==> src/rtl/keccak_padder_pkg.sv <==
// Shared constants and state encoding for the Keccak rate-block padder.
package keccak_padder_pkg;

  localparam int RATE_WORDS = 18;
  localparam int RATE_BITS  = 32 * RATE_WORDS;

  localparam logic [7:0] PAD_START_DEFAULT = 8'h01;
  localparam logic [7:0] FINAL_PAD         = 8'h80;

  typedef enum logic [1:0] {
    FILL,
    PAD,
    FULL,
    DONE
  } pad_state_t;

endpackage

==> src/rtl/keccak_padder_if.sv <==
// Message-word input, block output and permutation handshake of the padder.
interface keccak_padder_if #(
  parameter int RATE_BITS = keccak_padder_pkg::RATE_BITS
);

  logic [31:0]          in;
  logic                 in_ready;
  logic                 is_last;
  logic [1:0]           byte_num;
  logic                 ack;
  logic [RATE_BITS-1:0] out;
  logic                 out_ready;
  logic                 f_ack;

  modport master (
    output in, in_ready, is_last, byte_num, f_ack,
    input  ack, out, out_ready
  );

  modport slave (
    input  in, in_ready, is_last, byte_num, f_ack,
    output ack, out, out_ready
  );

endinterface

==> src/rtl/keccak_pad_word.sv <==
// Builds the padded final word: valid bytes kept MSB-first, pad-start byte, zeros below.
module keccak_pad_word
  import keccak_padder_pkg::*;
#(
  parameter logic [7:0] PAD_START = PAD_START_DEFAULT
) (
  input  logic [31:0] word,
  input  logic [1:0]  byte_num,
  input  logic        is_last,
  output logic [31:0] padded
);

  always_comb begin
    padded = word;
    if (is_last) begin
      case (byte_num)
        2'd0:    padded = {PAD_START, 24'h0};
        2'd1:    padded = {word[31:24], PAD_START, 16'h0};
        2'd2:    padded = {word[31:16], PAD_START, 8'h0};
        default: padded = {word[31:8], PAD_START};
      endcase
    end
  end

endmodule

==> src/rtl/keccak_padder.sv <==
// Collects 32-bit message words into a rate block, pads the final block and
// holds each block until the permutation acknowledges it.
module keccak_padder
  import keccak_padder_pkg::*;
#(
  parameter int         RATE_WORDS = keccak_padder_pkg::RATE_WORDS,
  parameter logic [7:0] PAD_START  = PAD_START_DEFAULT
) (
  input logic           clk,
  input logic           reset,
  keccak_padder_if.slave io
);

  localparam int BLOCK_BITS = 32 * RATE_WORDS;
  localparam int CW         = $clog2(RATE_WORDS);
  localparam logic [CW-1:0] LAST_IDX = CW'(RATE_WORDS - 1);

  pad_state_t state, state_next;

  logic [CW-1:0]         count;
  logic                  done;
  logic                  out_ready_q;
  logic [BLOCK_BITS-1:0] block_q;

  logic        accept;
  logic        shift_en;
  logic        last_slot;
  logic        padded_block;
  logic [31:0] padded_word;
  logic [31:0] shift_word;

  keccak_pad_word #(
    .PAD_START(PAD_START)
  ) u_pad_word (
    .word    (io.in),
    .byte_num(io.byte_num),
    .is_last (io.is_last),
    .padded  (padded_word)
  );

  // The 0x80 terminator only belongs to the block that carries the padding.
  always_comb begin
    accept       = io.in_ready && (state == FILL) && !out_ready_q && !done;
    shift_en     = accept || (state == PAD);
    last_slot    = (count == LAST_IDX);
    padded_block = (state == PAD) || (accept && io.is_last);
    shift_word   = (state == PAD) ? 32'h0 : padded_word;
    if (last_slot && padded_block) begin
      shift_word[7:0] = shift_word[7:0] | FINAL_PAD;
    end

    state_next = state;
    case (state)
      FILL: begin
        if (accept) begin
          if (last_slot)       state_next = FULL;
          else if (io.is_last) state_next = PAD;
        end
      end
      PAD:     if (last_slot) state_next = FULL;
      FULL:    if (io.f_ack)  state_next = done ? DONE : FILL;
      DONE:    state_next = DONE;
      default: state_next = FILL;
    endcase
  end

  always_ff @(posedge clk or negedge reset) begin
    if (!reset) state <= FILL;
    else        state <= state_next;
  end

  always_ff @(posedge clk or negedge reset) begin
    if (!reset) begin
      block_q     <= '0;
      count       <= '0;
      out_ready_q <= 1'b0;
      done        <= 1'b0;
    end else begin
      if (shift_en) begin
        block_q <= {block_q[BLOCK_BITS-33:0], shift_word};
        count   <= last_slot ? '0 : count + 1'b1;
      end
      if (shift_en && last_slot) begin
        out_ready_q <= 1'b1;
        if (padded_block) done <= 1'b1;
      end else if (out_ready_q && io.f_ack) begin
        out_ready_q <= 1'b0;
      end
    end
  end

  assign io.ack       = accept;
  assign io.out       = block_q;
  assign io.out_ready = out_ready_q;

endmodule

==> src/flat_wrapper.sv <==
// flat-port wrapper written by rule: the top's interface ports become plain ports
module keccak_padder_flat import keccak_padder_pkg::*;
#(
  parameter int         RATE_WORDS = keccak_padder_pkg::RATE_WORDS,
  parameter logic [7:0] PAD_START  = PAD_START_DEFAULT
)
  (clk, reset, io_in, io_in_ready, io_is_last, io_byte_num, io_f_ack, io_ack, io_out, io_out_ready);
  keccak_padder_if #(.RATE_BITS(576)) io_i ();
  input logic clk;
  input logic reset;
  input wire logic [$bits(io_i.in)-1:0] io_in;
  input wire logic [$bits(io_i.in_ready)-1:0] io_in_ready;
  input wire logic [$bits(io_i.is_last)-1:0] io_is_last;
  input wire logic [$bits(io_i.byte_num)-1:0] io_byte_num;
  input wire logic [$bits(io_i.f_ack)-1:0] io_f_ack;
  output wire logic [$bits(io_i.ack)-1:0] io_ack;
  output wire logic [$bits(io_i.out)-1:0] io_out;
  output wire logic [$bits(io_i.out_ready)-1:0] io_out_ready;
  assign io_i.in = io_in;
  assign io_i.in_ready = io_in_ready;
  assign io_i.is_last = io_is_last;
  assign io_i.byte_num = io_byte_num;
  assign io_i.f_ack = io_f_ack;
  assign io_ack = io_i.ack;
  assign io_out = io_i.out;
  assign io_out_ready = io_i.out_ready;
  keccak_padder #(.RATE_WORDS(RATE_WORDS), .PAD_START(PAD_START)) u_core (.clk(clk), .reset(reset), .io(io_i));
endmodule
==> config.mk <==
export PLATFORM = sky130hd
export DESIGN_NAME = keccak_padder_flat
export DESIGN_NICKNAME = d
export VERILOG_FILES = /design/src/rtl/keccak_padder_pkg.sv /design/src/rtl/keccak_padder_if.sv /design/src/rtl/keccak_pad_word.sv /design/src/rtl/keccak_padder.sv /design/src/flat_wrapper.sv
export SDC_FILE = /design/constraint.sdc
export NUM_CORES = 1
export LEC_CHECK = 0
export ABC_AREA = 1
export CAP_MARGIN = 5
export CORE_AREA = 5 5 239 241
export CTS_CLUSTER_SIZE = 20
export DETAILED_ROUTE_END_ITERATION = 7
export DIE_AREA = 0 0 244 246
export HOLD_SLACK_MARGIN = 0.03
export PLACE_DENSITY = 0.73
export SYNTH_ARGS = -nofsm -noshare
export SYNTH_HDL_FRONTEND = slang
export SYNTH_SLANG_ARGS = --single-unit
==> constraint.sdc <==
create_clock -name clk -period 1.6 [get_ports clk]
set_input_delay 0.16 -clock clk [delete_from_list [all_inputs] [get_ports clk]]
set_output_delay 0.16 -clock clk [all_outputs]
set_load 0.02 [all_outputs]
==> impl_results.md, run 1 <==
* Synth Net Count at 2,300
* Worst Setup SP: u_core.done$_DFFE_PN0P_
* Distinct cells, synth at 24
* Routed vias/inst at approximately 5
* Worst EP required at around 1400 ps
* Synth-to-Final Area Change at 52.54%
* Fill count at around 4.3k
* CTS root buffer: clkbuf_16
* Die area at approximately 0.06 sq mm
* Vias in the first global route at just under 20k
* LEAKAGE at roughly 18 nW
* Worst-margin pin slew at 420.1 ps
* Max Freq at 576.5 MHz
* Syn Inst Count at about 2.3k
* Synthesis warning total at 0
* Crit path DAT at between 1500 and 2000 ps
* Total global routing overflow at 0
* Hold Crit Class: in2async
* Cell area after synthesis at ~0.022 sq mm
* R2r worst-path depth at 9
* Site Rows at 86
* Worst reg2reg path startpoint: u_core.state[1]$_DFFE_PN0P_
* Post-DRT Antenna Nets at 0
* Fin Clk Skew at roughly 25 ps
* Setup WS post-layout at -134.7 ps
* Net count, final at 3,068
* Post-DP HPWL at slightly below 60,000 microns
* Start-to-end type of the worst setup path: reg2out
* IO Pins at slightly above 600
* Die Height at 246 microns
* Drt first pass iters at 6
* Antenna cells at 0
* First-pass GRT wire length at between 100,000 and 150,000 microns
* Largest net degree at the start of global routing at 73
* CTS Buf Count at 58
* DR vias at ~19k
* Synthesized flop and latch total at between 500 and 600
* Tot Pwr at between 60 and 70 mW
* Clk sinks at about 590
* Initial Utilization at about two fifths
* Peak supply drop at around 0.0011 V
* Clk Latency, worst-skew pair at roughly 610 ps
* Register-to-register setup slack at -120 ps
* Htree depth at 2
* Fin crit period at around 1700 ps
* Routed WL at ~86,000 microns
* Final setup TNS at -13,750 ps
* Die X-Extent at ~240 microns
* Failing checks: setup timing
* Setup repair after global routing missed its margin: yes
* Hold Vio Cnt, Final at 0
* Initial antenna violation count at 0
* Core box area at roughly 0.055 sq mm
* Cell area power density at ~1800 mW/mm^2
* Clk slew on worst S/H paths at roughly 60 ps
* CP Max Fanout at 3
* Routability cong. at between 0.9 and 1
* Pre-CTS setup slack at -299.6 ps
* Synthesized area per cell at ~9.9 sq um
* DR DRC count at 0
* Drt wl/cell at ~23 microns
* CTS Buffer Depth at 3
* Slew headroom at 71.78%
* TritonCTS clock tree: done
* Setup Viol. Count Final at 405
* Share of layout cells above drive strength 1 at 19.43%
* CP endpoint kind: output port
* Critical Path Start Type: flip-flop
* DR iter-0 viols at around 1.6k
* Finished Core Util at between 60 and 70%
* Sequential share of the synthesized area at approximately two thirds
* Status: finished with violations
* Period utilization at 108.4%
* Gr usage total at a little over a quarter
* Max Cap Violations at 0
* Worst r2r dst: u_core.io.out[146]$_DFFE_PN0P_
* Max Transition Viols Final at 0
* PortBufs at about 600
-- what timing repair did --
action / CTS / global route
cloned: 26 / 29
pin swaps: 3 / 9
endpoints found under the hold margin: 481 / 0
hold buffers: 1 / 0
endpoints found under the setup margin: 779 / 633
buffers inserted: 17 / 12
gates resized for setup: 776 / 358
-- cell usage in the layout (no fill, tap or decap), types with 5 or more instances in the layout --
master,count
dfrtp_1,577
clkbuf_8,11
o21ai_1,235
nand2_1,606
dlygate4sd2_1,515
buf_12,51
nor2_1,8
nand3_1,18
clkdlybuf4s15_1,33
clkinv_2,12
clkbuf_16,86
clkbuf_1,6
nand2_2,72
buf_8,25
clkdlybuf4s50_1,37
clkdlybuf4s15_2,28
nor2_4,5
buf_4,77
nand2_4,29
buf_16,25
buf_6,13
o21ai_2,129
bufinv_16,7
dfrtp_2,8
o21ai_0,157
inv_1,269
-- layout make-up --
cell class,instances,area (sq um),area share [%]
well taps,704,880.8,2.586
flip-flops and latches,585,14650,43.01
clock buffers,76,1650,4.845
repair inverters,1,11.26,0.03306
multi-input cells,1275,6487,19.05
inverters,274,1050,3.082
clock inverters,24,312.8,0.9183
repair buffers,832,9021,26.48
-- metal layers --
layer / GRT usage (%) / routed length (microns)
met1: 32.59 / 31810
met2: 45.75 / 42840
met3: 8.798 / 8310
met4: 8.214 / 3169
met5: 0 / 0
-- critical path, cell delays in order, from the launching register on --
cell,delay (ps)
dfrtp_2,430
inv_1,120
nand3_2,140
nor2_4,150
buf_6,120
-- per-stage QoR --
stage	instance area, sq um	std cells	hold WS (ps)
2_1_floorplan	22330	2259	-135.6
3_3_place_gp	30050	3595	91.74
3_5_place_dp	30050	3595	96.25
4_1_cts	32560	3739	46.58
5_1_grt	34060	3771	60.21
6_report	34060	3771	58.86
-- cell families after synthesis --
group	Yosys count	share of synthesized area, %
buffers and inverters	400	8.556
flip-flops	585	65.56
AND/OR/NAND/NOR	745	12.78
AO/OA/AOI/OAI	525	12.92
XOR/XNOR	2	0.07846
adder cells (fa/ha/maj)	2	0.1120
-- where the power goes --
part	leakage [nW]	internal, mW	switching (mW)	total (mW)
sequential	8.07	17.9	2.85	20.7
clock	0.976	8.34	5.76	14.1
combinational	8.98	11.5	16.0	27.5
total	18.0	37.7	24.6	62.4
-- flip-flops by register name, summed over array words and instances (netlist names) --
name                 cells
u_core.io.out          576
u_core.count             5
u_core.state             2
u_core.done              1
u_core.io.out_ready      1
-- synth_stat cells --
master	n	area, sq um
dfrtp_1	585	14640
xor2_1	2	17.52
o211ai_1	1	7.510
nand3_1	19	95.09
ha_1	2	25.02
clkbuf_1	40	150.1
nor3_1	1	5.000
nor2_2	1	6.260
nor2_4	1	11.26
nand3_4	1	17.52
buf_4	28	210.2
buf_2	21	105.1
nand4_1	1	6.260
a21oi_1	2	10.01
buf_6	37	416.7
inv_1	271	1017
nand2_2	1	6.260
o21ai_0	288	1441
nand2_1	707	2654
o21ai_1	166	830.8
inv_2	3	11.26
or2_2	1	6.260
nor2_1	12	45.04
o21ai_2	68	595.6
-- worst max path at each step --
stage	slack, ps	endpoint
after floorplan	110	u_core.io.out[261]$_DFFE_PN0P_
after global placement	-260	u_core.io.out[547]$_DFFE_PN0P_
after detailed placement	-300	u_core.io.out[481]$_DFFE_PN0P_
after CTS	-170	u_core.io.out[291]$_DFFE_PN0P_
after global routing	-190	io_ack
final	-130	io_ack
(Power assumes the default switching activity.)
==> run 2, diff against run 1 <==
Settings changed: PLACE_DENSITY 0.73 to 0.77.
==> run 2 against run 1 <==
Against the previous run: the flow still finishes with violations (setup timing); register-to-register slack worse by 120 ps; clock power up 4%; sequential share of layout area down 0.83 points; largest cell class unchanged; die area unchanged; clock-buffer cell count up 20; power up 3.5%; sequential cell count unchanged; setup slack worse by 110 ps; clock skew down 1.8 ps; critical path depth up 6.
==> impl_results.md, run 2 (synthesis gave the netlist of run 1 again) <==
* CTS Buf Count at 61
* Setup WS post-layout at -244.5 ps
* TritonCTS clock tree: done
* Crit-path cells: nor2_4 -> buf_6 -> nand3_4 -> nand2_8 -> buf_12 -> buf_16 -> buf_16 -> clkbuf_16 -> nand2_2 -> o21ai_1
* Initial Utilization at slightly above 40%
* Htree depth at 2
* Post-DP HPWL at about 58,000 microns
* Setup Viol. Count Final at around 530
* Share of layout cells above drive strength 1 at around 22%
* Reg power frac at between 30% and 40%
* Max Freq at approximately 540 MHz
* Peak supply drop at roughly 0.0010 V
* Critical Path Start Type: flip-flop
* CP peak stage delay at 420 ps
* Failing checks: setup timing
* Clock power share at a little under a quarter
* DR iter-0 viols at around 1.6k
* Most frequent cells in the layout: dfrtp_1 (579), nand2_1 (554), dlygate4sd2_1 (497)
* Start-to-end type of the worst setup path: reg2reg
* Period utilization at 115.3%
* Final Instance Area at between 0.03 and 0.04 sq mm
* Setup repair after global routing missed its margin: yes
* Hold Crit Class: in2reg
* Slew headroom at approximately two thirds
* Clk sinks at 585
* DR vias at 19.86k
* Fin Clk Skew at 23.20 ps
* Fin Hold WS at a little over 80 ps
* LEAKAGE at ~18 nW
* Clk slew on worst S/H paths at 70 ps
* Clk Latency, worst-skew pair at 620 ps
* Initial antenna violation count at 0
* Drt wl/cell at between 20 and 25 microns
* Max Transition Viols Final at 0
* Antenna cells at 0
* Max Cap Violations at 0
* Die Height at 246 microns
* CTS Buffer Depth at 3
* Combinational cell fraction of total power at between 40% and 50%
* Core box area at ~0.055 sq mm
* CP Max Fanout at 8
* Drt first pass iters at 5
* Status: finished with violations
* Hold Vio Cnt, Final at 0
* Slowest cell on crit path: dfrtp_1
* PortBufs at about 600
* Crit path top cell by count: buf_16
* Fin crit period at approximately 1800 ps
* First-pass GRT wire length at ~120,000 microns
* Register-to-register setup slack at -240 ps
* IO Pins at approximately 600
* Internal at 38.58 mW
* Layout Cells excl Fill at roughly 3.8k
* Commonest non-fill, non-tap cell in the layout: dfrtp_1
* NetSw at 25.93 mW
* Die area at about 0.060 sq mm
* Final setup TNS at -37,040 ps
* Fill count at a little over 4k
* Routability cong. at around 0.92
* Gr usage total at a little over a quarter
* Site Rows at 86
* Finished Core Util at between 60% and 70%
* Post-DRT Antenna Nets at 0
* Switching part of the total at roughly two fifths
* Worst-margin pin slew at between 500 and 600 ps
* Cell area power density at 1858 mW/mm^2
* Placed Cells incl. Taps at between 3k and 4k
* Die X-Extent at 244 microns
* Total global routing overflow at 0
* Routed WL at roughly 91,000 microns
* CTS root buffer: clkbuf_16
* Crit path DAT at ~2400 ps
* CP endpoint kind: flip-flop
* Synth-to-Final Area Change at 55.51%
* Worst EP required at around 2100 ps
* DR DRC count at 0
* Largest net degree at the start of global routing at 68
* Net count, final at roughly 3k
* Placed Area at ~0.03 sq mm
* Vias in the first global route at ~20k
* Routed vias/inst at ~5.3
* Largest register FFs at between 500 and 600
[run 2: cell count changes in the layout (fill, tap and decap cells not counted), moves of 13 or more]
cell             delta
nand2_1            -52
buf_16             +13
buf_12             -15
clkdlybuf4s15_2    +15
dlygate4sd2_1      -18
o21ai_1            -28
o21ai_2            +37
nand2_4            +44
buf_4              -19
[run 2: power by group through the flow]
stage	sequential, mW	combinational [mW]	clock [mW]
2_1_floorplan	23.7	8.00	0
3_3_place_gp	20.8	21.1	0
6_report	20.8	29.0	14.7
3_5_place_dp	21.0	21.5	0
5_1_grt	21.1	30.4	15.5
4_1_cts	20.6	23.6	14.8
[run 2: path summary, 6_finish.rpt]
path | from | cells past startpoint | to
setup reg to reg | u_core.state[1]$_DFFE_PN0P_ | 10 | u_core.io.out[217]$_DFFE_PN0P_
min in group asynchronous | reset | 2 | u_core.io.out[4]$_DFFE_PN0P_
setup / recovery | u_core.state[1]$_DFFE_PN0P_ | 10 | u_core.io.out[217]$_DFFE_PN0P_
hold reg to reg | u_core.io.out[550]$_DFFE_PN0P_ | 2 | u_core.io.out[550]$_DFFE_PN0P_
max in group asynchronous | reset | 3 | u_core.io.out[239]$_DFFE_PN0P_
hold / removal | io_in[21] | 3 | u_core.io.out[21]$_DFFE_PN0P_
[run 2: repair_timing]
item,CTS,global route
buffers inserted,21,13
hold buffers,1,0
gates cloned,27,45
resized for setup,817,505
pin swaps,3,9
endpoints found under the setup margin,716,652
endpoints found under the hold margin,585,0
[run 2: metal layers]
metal | vias to the layer above | track usage [%] | wire, microns
met2 | 1059 | 45.23 | 44470
met5 | - | 0 | 0
met1 | 9925 | 32.39 | 33040
li1 | 8657 | - | -
met3 | 215 | 9.492 | 9285
met4 | 0 | 8.513 | 4034
[run 2: area by class of cell]
type / instances / area (sq um) / area share, %
clock buffers: 96 / 1881 / 5.416
multi-input cells: 1274 / 6968 / 20.07
repair inverters: 3 / 80.08 / 0.2306
inverters: 274 / 1050 / 3.023
repair buffers: 812 / 9016 / 25.96
flip-flops and latches: 585 / 14650 / 42.18
clock inverters: 17 / 202.7 / 0.5837
well taps: 704 / 880.8 / 2.537
[run 2: critical path, delay by kind of cell, from the launching register on]
kind            cells  cell delay [ps]
flops               1              420
simple gates        4              430
buf+inv             5              720
compound gates      1              150
[run 2: per-stage QoR]
step	setup WS (ps)	power (mW)
after floorplan	107.7	31.72
after global placement	-338.5	41.93
after detailed placement	-338.3	42.41
after CTS	-165.0	59.04
after global routing	-318.3	66.96
final	-244.5	64.51
==> run 3, diff against run 2 <==
Settings changed: CORE_AREA 5 5 239 241 to 3 3 237 239, DIE_AREA 0 0 244 246 to 0 0 240 242, TNS_END_PERCENT set to 5.
==> run 3 against run 2 <==
Against the previous run: cell area shrank 9.5%; sequential cell count did not move; critical endpoint is now io_ack; non-clock buffer count shrank 78; power fell by 14%; critical path type is now reg2out; worst hold slack lost 69 ps; final cell count fell by 2.4%; largest cell class unchanged; fmax up 8.7%; the run still ends with setup timing left; highest routed layer unchanged; critical path depth decreased by 6; core utilization fell by 5.3 points; first-iteration DRC count decreased by 25%.
==> impl_results.md, run 3 (synthesis gave the netlist of run 1 again) <==
* Layout Cells excl Fill at roughly 3.7k
* Crit-path cells: nor2_4 -> inv_1 -> nor2_2 -> buf_6
* PortBufs at around 620
* Htree depth at 2
* Commonest non-fill, non-tap cell in the layout: nand2_1
* Worst r2r dst: u_core.io.out[69]$_DFFE_PN0P_
* DR iter-0 viols at about 1.2k
* Max Transition Viols Final at 0
* CP endpoint kind: output port
* Internal at between 30 and 40 mW
* Total global routing overflow at 0
* Routability cong. at between 0.9 and 1
* DR vias at approximately 18k
* Final Instance Area at 0.03144 sq mm
* Crit path DAT at about 1500 ps
* Setup repair after global routing missed its margin: yes
* Die area at 0.05808 sq mm
* Vias in the first global route at roughly 19k
* Post-DP HPWL at around 56,000 microns
* Max Freq at roughly 600 MHz
* Cell area power density at 1761 mW/mm^2
* Post-DRT Antenna Nets at 0
* Routed WL at ~76,000 microns
* DR DRC count at 0
* Net count, final at a little under 3k
* Combinational cell fraction of total power at around 37%
* Fin Hold WS at 13.44 ps
* IO Pins at about 620
* Start-to-end type of the worst setup path: reg2out
* Die X-Extent at 240 microns
* Reg power frac at 37.1%
* Most frequent cells in the layout: nand2_1 (704), dfrtp_1 (577), dlygate4sd2_1 (497)
* Initial Utilization at 41.33%
* TritonCTS clock tree: done
* Clock power share at a little over a quarter
* Fill count at 4,598
* Switching part of the total at between 30% and 40%
* Worst EP required at 1440 ps
* Hold Crit Class: in2async
* Clk sinks at 585
* R2r worst-path depth at 8
* Slowest cell on crit path: dfrtp_1
* Synth-to-Final Area Change at 40.78%
* Failing checks: setup timing
* Drt first pass iters at 5
* Placed Area at just under 0.03 sq mm
* Largest register FFs at approximately 580
* Core box area at about 0.054 sq mm
* Placed Cells incl. Taps at between 3k and 4k
* Share of layout cells above drive strength 1 at about an eighth
* LEAKAGE at 16.53 nW
* First-pass GRT wire length at 113,100 microns
* Fin crit period at between 1500 and 2000 ps
* Slew headroom at between 60 and 70%
* Largest net degree at the start of global routing at between 100 and 150
* Clk slew on worst S/H paths at ~60 ps
* Status: finished with violations
* Worst reg2reg path startpoint: u_core.state[0]$_DFFE_PN0P_
* Setup Viol. Count Final at 97
* Worst-margin pin slew at 582.0 ps
* Drt wl/cell at slightly above 20 microns
* Hold Vio Cnt, Final at 0
* Clk Latency, worst-skew pair at about 600 ps
* Peak supply drop at roughly 0.001 V
* Site Rows at 85
* Critical Path Start Type: flip-flop
* NetSw at 21.82 mW
* CTS root buffer: clkbuf_16
* Routed vias/inst at between 5 and 6
* CTS Buf Count at between 50 and 60
* Initial antenna violation count at 0
* Period utilization at 106.1%
* Max Cap Violations at 0
* Register-to-register setup slack at -50 ps
* Die Height at 242 microns
* CTS Buffer Depth at 3
* CP peak stage delay at between 400 and 500 ps
* Setup WS post-layout at -97.41 ps
* Fin Clk Skew at 15.14 ps
* CP Max Fanout at 3
* Gr usage total at between 20% and 30%
==> run 3: area by class of cell <==
class / instances / area (sq um) / share of cell area (%)
sequential: 585 / 14650 / 46.60
tap: 696 / 870.8 / 2.770
clock inverter: 26 / 319.1 / 1.015
multi-input combinational: 1275 / 5846 / 18.60
antenna: 2 / 5.005 / 0.01592
inverter: 274 / 1047 / 3.331
timing repair buffer: 734 / 6974 / 22.19
clock buffer: 82 / 1725 / 5.489
==> run 3: what timing repair did <==
item,CTS,global route
gates resized for setup,670,78
hold buffers,2,0
endpoints found under the hold margin,509,0
gates cloned,0,5
pin swaps,0,4
buffers inserted,0,4
setup endpoints to repair,820,551
==> run 3: routing by layer <==
layer | GRT usage [%] | share of wire (%)
met4 | 8.681 | 3.7
met1 | 30.80 | 38
met2 | 42.56 | 49
met3 | 7.958 | 9.6
met5 | 0 | 0
==> run 3: power groups by stage <==
stage,Clock (mW),Sequential (mW),Combinational (mW)
after floorplan,0,23.7,8.00
after global placement,0,20.8,21.3
after detailed placement,0,20.9,21.6
after CTS,14.6,20.6,19.9
after global routing,15.2,20.9,22.0
final,14.4,20.6,20.4
==> run 3: worst max path at each step <==
stage,from,end
3_3_place_gp,io_in_ready,u_core.io.out[464]$_DFFE_PN0P_
2_1_floorplan,u_core.state[1]$_DFFE_PN0P_,u_core.io.out[261]$_DFFE_PN0P_
4_1_cts,u_core.state[1]$_DFFE_PN0P_,io_ack
5_1_grt,u_core.state[0]$_DFFE_PN0P_,io_ack
3_5_place_dp,io_in_ready,u_core.io.out[366]$_DFFE_PN0P_
6_report,u_core.state[0]$_DFFE_PN0P_,io_ack
==> run 3: per-stage QoR <==
stage                     worst slack (ps)  power [mW]  TNS, ps  util (%)
after global placement              -297.5       42.00  -121310     55.12
final                               -97.41       55.36    -1443     58.19
after floorplan                      107.7       31.72        0         -
after CTS                           -163.9       55.07    -1304     57.87
after global routing                -176.1       58.11   -22300     58.18
after detailed placement            -252.7       42.53   -96540     55.12
==> run 3: critical path: cells and delay by family (launching register included) <==
family / cells / cell delay (ps)
buf+inv: 2 / 200
flops: 1 / 430
simple gates: 2 / 300
